## config.mk

```make
export PLATFORM = sky130hd
export DESIGN_NAME = fft_sm_unit_flat
export DESIGN_NICKNAME = d
export VERILOG_FILES = /design/src/rtl/fft_sm_unit_if.sv /design/src/rtl/fft_sm_unit.sv /design/src/flat_wrapper.sv
export SDC_FILE = /design/constraint.sdc
export NUM_CORES = 2
export LEC_CHECK = 0
export BUFFER_PORTS_ARGS = -buffer_cell sky130_fd_sc_hd__buf_4
export CAP_MARGIN = 20
export CORE_ASPECT_RATIO = 1.5
export CORE_MARGIN = 2
export CORE_UTILIZATION = 55
export DETAILED_ROUTE_END_ITERATION = 8
export PLACE_DENSITY_LB_ADDON = 0.12
export SYNTH_ARGS = -nofsm -noshare
export SYNTH_HDL_FRONTEND = slang
export SYNTH_SLANG_ARGS = --single-unit
```

## constraint.sdc

```tcl
create_clock -name Clk -period 22 [get_ports Clk]
set_input_delay 2.2 -clock Clk [delete_from_list [all_inputs] [get_ports Clk]]
set_output_delay 2.2 -clock Clk [all_outputs]
set_load 0.02 [all_outputs]
```

## src/rtl/fft_sm_unit_if.sv

```systemverilog
// Handshake and display-path signals of the FFT controller.
interface fft_sm_unit_if;
    logic               Start;
    logic [7:0]         Inspect;
    logic signed [15:0] Result;
    logic               ActivateSSD;
    logic               Ready;
    logic               Done;

    modport master (
        output Start,
        output Inspect,
        input  Result,
        input  ActivateSSD,
        input  Ready,
        input  Done
    );

    modport slave (
        input  Start,
        input  Inspect,
        output Result,
        output ActivateSSD,
        output Ready,
        output Done
    );
endinterface

```

## src/rtl/fft_sm_unit.sv

```systemverilog
// 16-point radix-2 DIT FFT over a fixed ROM waveform, computed in place,
// one butterfly per clock. The finished spectrum is held for the display.
//
// state | meaning
// IDLE  | waiting for Start, Ready=1
// LOAD  | 16 cycles, ROM copied into RAM in bit-reversed order
// CALC  | 32 cycles, 4 stages x 8 butterflies
// DONE  | spectrum frozen, Done=ActivateSSD=1, restart on a Start rising edge
module fft_sm_unit (
    input  logic          Clk,
    input  logic          Reset,
    fft_sm_unit_if.slave  bus
);

    typedef enum logic [1:0] {IDLE, LOAD, CALC, DONE} state_t;

    state_t             state;
    logic [4:0]         cnt;
    logic               start_q;
    logic               ready_r;
    logic               done_r;
    logic signed [15:0] ram_re [16];
    logic signed [15:0] ram_im [16];

    // ROM: alternating +64 / -64
    function automatic logic signed [7:0] rom_x(input logic [3:0] n);
        return n[0] ? -8'sd64 : 8'sd64;
    endfunction

    function automatic logic [3:0] bitrev4(input logic [3:0] v);
        return {v[0], v[1], v[2], v[3]};
    endfunction

    // The down-counter runs 15..0 in LOAD and 31..0 in CALC; its complement
    // gives the up-counting load index / butterfly number.
    logic [3:0]         load_idx;
    logic [4:0]         bf;
    logic [1:0]         stg;
    logic [2:0]         j;
    logic [3:0]         p;
    logic [3:0]         q;
    logic [2:0]         tw;
    logic signed [15:0] wr;
    logic signed [15:0] wi;
    logic signed [7:0]  smp;

    assign load_idx = ~cnt[3:0];
    assign bf       = ~cnt;
    assign stg      = bf[4:3];
    assign j        = bf[2:0];
    assign smp      = rom_x(bitrev4(load_idx));

    // Butterfly addressing: top index p, partner p+h, twiddle index (p mod h)*(8/h)
    always_comb begin
        p  = 4'd0;
        tw = 3'd0;
        case (stg)
            2'd0: begin p = {j, 1'b0};                tw = 3'd0;             end
            2'd1: begin p = {j[2:1], 1'b0, j[0]};     tw = {j[0], 2'b00};    end
            2'd2: begin p = {j[2], 1'b0, j[1:0]};     tw = {j[1:0], 1'b0};   end
            default: begin p = {1'b0, j};             tw = j;                end
        endcase
        q = p | (4'd1 << stg);
    end

    // Twiddle constants W^k = cos - j*sin in Q2.14
    always_comb begin
        wr = 16'sd16384;
        wi = 16'sd0;
        case (tw)
            3'd0: begin wr =  16'sd16384; wi =  16'sd0;      end
            3'd1: begin wr =  16'sd15137; wi = -16'sd6270;   end
            3'd2: begin wr =  16'sd11585; wi = -16'sd11585;  end
            3'd3: begin wr =  16'sd6270;  wi = -16'sd15137;  end
            3'd4: begin wr =  16'sd0;     wi = -16'sd16384;  end
            3'd5: begin wr = -16'sd6270;  wi = -16'sd15137;  end
            3'd6: begin wr = -16'sd11585; wi = -16'sd11585;  end
            default: begin wr = -16'sd15137; wi = -16'sd6270; end
        endcase
    end

    logic signed [15:0] ar, ai, br, bi;
    logic signed [31:0] prr, pii, pri, pir;
    logic signed [31:0] sum_r, sum_i, sh_r, sh_i;
    logic signed [15:0] tr, ti;

    assign ar    = ram_re[p];
    assign ai    = ram_im[p];
    assign br    = ram_re[q];
    assign bi    = ram_im[q];
    assign prr   = wr * br;
    assign pii   = wi * bi;
    assign pri   = wr * bi;
    assign pir   = wi * br;
    // Round to nearest before dropping the 14 fraction bits
    assign sum_r = prr - pii + 32'sd8192;
    assign sum_i = pri + pir + 32'sd8192;
    assign sh_r  = sum_r >>> 14;
    assign sh_i  = sum_i >>> 14;
    assign tr    = sh_r[15:0];
    assign ti    = sh_i[15:0];

    // Sequencer with registered status outputs
    always_ff @(posedge Clk or negedge Reset) begin
        if (!Reset) begin
            state   <= IDLE;
            cnt     <= 5'd0;
            start_q <= 1'b0;
            ready_r <= 1'b1;
            done_r  <= 1'b0;
        end else begin
            start_q <= bus.Start;
            case (state)
                IDLE: if (bus.Start) begin
                    state   <= LOAD;
                    cnt     <= 5'd15;
                    ready_r <= 1'b0;
                end
                LOAD: if (cnt == 5'd0) begin
                    state <= CALC;
                    cnt   <= 5'd31;
                end else begin
                    cnt <= cnt - 5'd1;
                end
                CALC: if (cnt == 5'd0) begin
                    state  <= DONE;
                    done_r <= 1'b1;
                end else begin
                    cnt <= cnt - 5'd1;
                end
                DONE: if (bus.Start && !start_q) begin
                    state  <= LOAD;
                    cnt    <= 5'd15;
                    done_r <= 1'b0;
                end
                default: begin
                    state   <= IDLE;
                    ready_r <= 1'b1;
                    done_r  <= 1'b0;
                end
            endcase
        end
    end

    // Working RAM: load in bit-reversed order, then in-place butterflies
    always_ff @(posedge Clk) begin
        if (state == LOAD) begin
            ram_re[load_idx] <= {{8{smp[7]}}, smp};
            ram_im[load_idx] <= 16'sd0;
        end else if (state == CALC) begin
            ram_re[p] <= ar + tr;
            ram_im[p] <= ai + ti;
            ram_re[q] <= ar - tr;
            ram_im[q] <= ai - ti;
        end
    end

    // Display outputs; Result is forced to zero outside DONE
    always_comb begin
        bus.Ready       = ready_r;
        bus.Done        = done_r;
        bus.ActivateSSD = done_r;
        bus.Result      = 16'sd0;
        if (done_r)
            bus.Result = bus.Inspect[4] ? ram_im[bus.Inspect[3:0]] : ram_re[bus.Inspect[3:0]];
    end

endmodule

```

## src/flat_wrapper.sv

```systemverilog
// flat-port wrapper written by rule: the top's interface ports become plain ports
module fft_sm_unit_flat 
  (Clk, Reset, bus_Start, bus_Inspect, bus_Result, bus_ActivateSSD, bus_Ready, bus_Done);
  fft_sm_unit_if bus_i ();
  input  logic Clk;
  input  logic Reset;
  input wire logic [$bits(bus_i.Start)-1:0] bus_Start;
  input wire logic [$bits(bus_i.Inspect)-1:0] bus_Inspect;
  output wire logic [$bits(bus_i.Result)-1:0] bus_Result;
  output wire logic [$bits(bus_i.ActivateSSD)-1:0] bus_ActivateSSD;
  output wire logic [$bits(bus_i.Ready)-1:0] bus_Ready;
  output wire logic [$bits(bus_i.Done)-1:0] bus_Done;
  assign bus_i.Start = bus_Start;
  assign bus_i.Inspect = bus_Inspect;
  assign bus_Result = bus_i.Result;
  assign bus_ActivateSSD = bus_i.ActivateSSD;
  assign bus_Ready = bus_i.Ready;
  assign bus_Done = bus_i.Done;
  fft_sm_unit u_core (.Clk(Clk), .Reset(Reset), .bus(bus_i));
endmodule
```

==> flow_metrics.py <==
metrics = {
    "clock_tree": {
        "post_cts_resized": 0,
        "hold_buffers": 0,
        "cts.clk_slew.worst_paths_ps": 70,
        "htreeDepth": 2,
        "numCtsBuffers": 45,
        "cts_root_buffer": "clkbuf_16",
        "cts_tree": "yes",
        "cts_buffer_depth": 3,
        "post_cts_buffers": 0,
        "cts_num_sinks": 522,
        "clk_latency_ps": 610,
    },
    "hold_path": {
        "worstHoldPathType": "flip-flop to flip-flop",
        "holdPathStages": 1,
        "holdPathEnd": "u_core.bus.Ready",
        "holdCritStartpoint": "u_core.bus.Ready",
    },
    "global_route": {
        "antenna_found_initial": 5,
        "grtUsageTotal_pct": 41.6,
        "grt_pass1_vias": 57100,
        "grt_start_max_net_pins": 81,
        "overflow": 0,
        "grt_pass1_wl_um": 385000,
    },
    "yosys": {
        "yosys_warnings": 0,
        "synth.cell_area_um2": 70500,
        "synth_largest_area_cell": "fa_1",
        "synth-main-ff-cell": "edfxtp_1",
        "post-synth-top-count-cell": "inv_1",
        "yosys-top-cells-count": "inv_1, fa_1, nand2_1",
        "yosysSeqAreaShare_pct": 22.2,
        "synth_edf_count": 512,
        "ys_types": 85,
        "synth-async-reset-ratio_pct": 1.92,
        "synth_area_leaders": "fa_1, edfxtp_1, mux4_2, inv_1, ha_1",
        "ys_seq_elements": 522,
        "synth_top_area_share_pct": 29.5,
        "synthCells": 7113,
        "avgSynthCellArea_um2": 9.91,
        "synth_nets": 8541,
    },
    "floorplanning": {
        "dieArea_um2": 131000,
        "fp.dieH_um": 443,
        "ios": 30,
        "start_util_pct": 55.6,
        "core-area_um2": 127000,
        "std_cell_rows": 160,
        "die_x_um": 296,
    },
    "setup_path": {
        "critical_path.slowest_cell": "xor2_2",
        "critical-path-top-delay-family": "adder cells",
        "r2r_cells": 44,
        "max_stage_delay_ps": 760,
        "worstReg2RegStart": "u_core.cnt[1]",
        "crit_required_ps": 22300,
        "critPathArrivalTime_ps": 15980,
        "cpMostUsedCell": "fa_1",
        "crit_fanout": 38,
        "r2r-end": "u_core.ram_re[4][15]",
        "crit_buf_inv": 11,
        "cp-end-kind": "flip-flop",
        "rrSetupSlack_ps": 6320,
        "crit_start": "u_core.cnt[1]",
        "path_class": "flip-flop to flip-flop",
        "start_kind": "flip-flop",
    },
    "sta": {
        "setup_viol": 0,
        "final.setup_skew_ps": 22.2,
        "rsz0062_at_grt": "no",
        "fin_crit_sh_pct": 71.3,
        "slew_viol_final": 0,
        "finalCriticalPeriod_ps": 15680,
        "fmax_mhz": 63.8,
        "slew_headroom_pct": 20.3,
        "final_hold_viol_count": 0,
        "tns_ps": 0,
        "worst_pin_slew_ps": 1200,
    },
    "place": {
        "dp.final_hpwl_um": 196000,
        "gp_congestion": 1.01,
        "io_buffer_count": 26,
    },
    "detailed_routing": {
        "drt_wl_total_um": 267000,
        "vias": 55500,
        "drt.antenna.violating_nets": 0,
        "drc": 0,
        "wire_per_inst_um": 30.8,
        "drtIter0Drc": 6696,
        "via_per_inst": 6.39,
        "first_pass_iters": 8,
    },
    "finish": {
        "post_route_cells_drive_above_1_share_pct": 9.77,
        "fin_nets": 8367,
        "areaGrowthSynthToFinish_pct": 5.69,
    },
    "run": {
        "max_cap_viol_count": 0,
    },
    "outcome": {
        "status": "finished, final reports clean",
    },
}
-- logic make-up after synthesis --
kind of cell / share of synthesized area (%)
adder cells (fa/ha/maj): 36.2
multiplexers: 10.0
AND/OR/NAND/NOR: 10.9
buffers and inverters: 10.0
flip-flops: 22.2
AO/OA/AOI/OAI: 8.71
other: 0.00532
XOR/XNOR: 1.98
-- worst max-delay path by stage --
stage                                       end  slack, ps  cells after the start
after floorplan            u_core.ram_re[4][15]       9870                     48
after global placement     u_core.ram_im[6][15]       6540                     47
after detailed placement  u_core.ram_im[15][15]       6400                     45
after CTS                 u_core.ram_im[15][15]       6310                     45
after global routing      u_core.ram_im[10][15]       5910                     46
final                      u_core.ram_re[4][15]       6320                     44
-- sequential cells by signal, summed over array words and instances, names as in the netlist --
name,count
u_core.ram_im,256
u_core.start_q,1
u_core.state,2
u_core.cnt,5
u_core.ram_re,256
u_core.bus.Ready,1
u_core.bus.ActivateSSD,1
-- layout by cell type (no fill, tap or decap), types with 9 or more instances in the layout --
cell and instances:
nand2b_1 23, o221ai_1 80, nor2_1 632, or2_2 15
nor3_1 104, a21o_1 24, xor2_1 39, o221ai_2 9
o21ai_1 17, and2_1 40, o21bai_1 23, nor2b_1 29
xnor2_1 115, edfxtp_1 512, buf_4 215, a21oi_1 314
nand4_1 33, o41ai_1 10, clkbuf_16 45, nor2_4 20
mux4_2 288, o21ai_4 17, ha_1 377, o21ai_0 308
and4_1 20, o22a_1 11, o22ai_1 34, a22oi_1 15
mux2i_1 52, a31oi_1 38, nand2_1 734, nand3_1 89
inv_1 1405, o21a_1 11, o31ai_1 43, fa_1 1039
and3_1 29
-- layer usage --
metal,part of all wire (%),up-vias,track usage (%)
li1,-,22900,-
met1,31,27500,46.0
met2,47,3843,66.2
met3,11,1214,9.03
met4,12,2,38.9
met5,0.0049,-,0
-- cell type report --
| type | instances | area (um^2) |
|---|---|---|
| clock inverters | 29 | 319 |
| diodes | 2 | 5.00 |
| multi-input cells | 4741 | 48300 |
| fillers | 11100 | 52400 |
| inverters | 1408 | 5290 |
| repair buffers | 221 | 1710 |
| flip-flops and latches | 522 | 15600 |
| clock buffers | 51 | 1150 |
| well taps | 1701 | 2130 |
-- metrics by stage --
stage               cells  hold WS [ps]  cell area [um^2]  setup slack, ps  util (%)
global placement     8576           533             72900             6540      57.4
detailed placement   8583           537             73000             6400      57.5
CTS                  8663           548             74400             6310      58.6
global route         8674           582             74500             5910      58.7
floorplan            7113           515             70500             9870         -
finish               8675           559             74500             6320      58.7
Power is not shown: default switching activity piles up to over one toggle a cycle in this logic, so the estimate is an artifact.
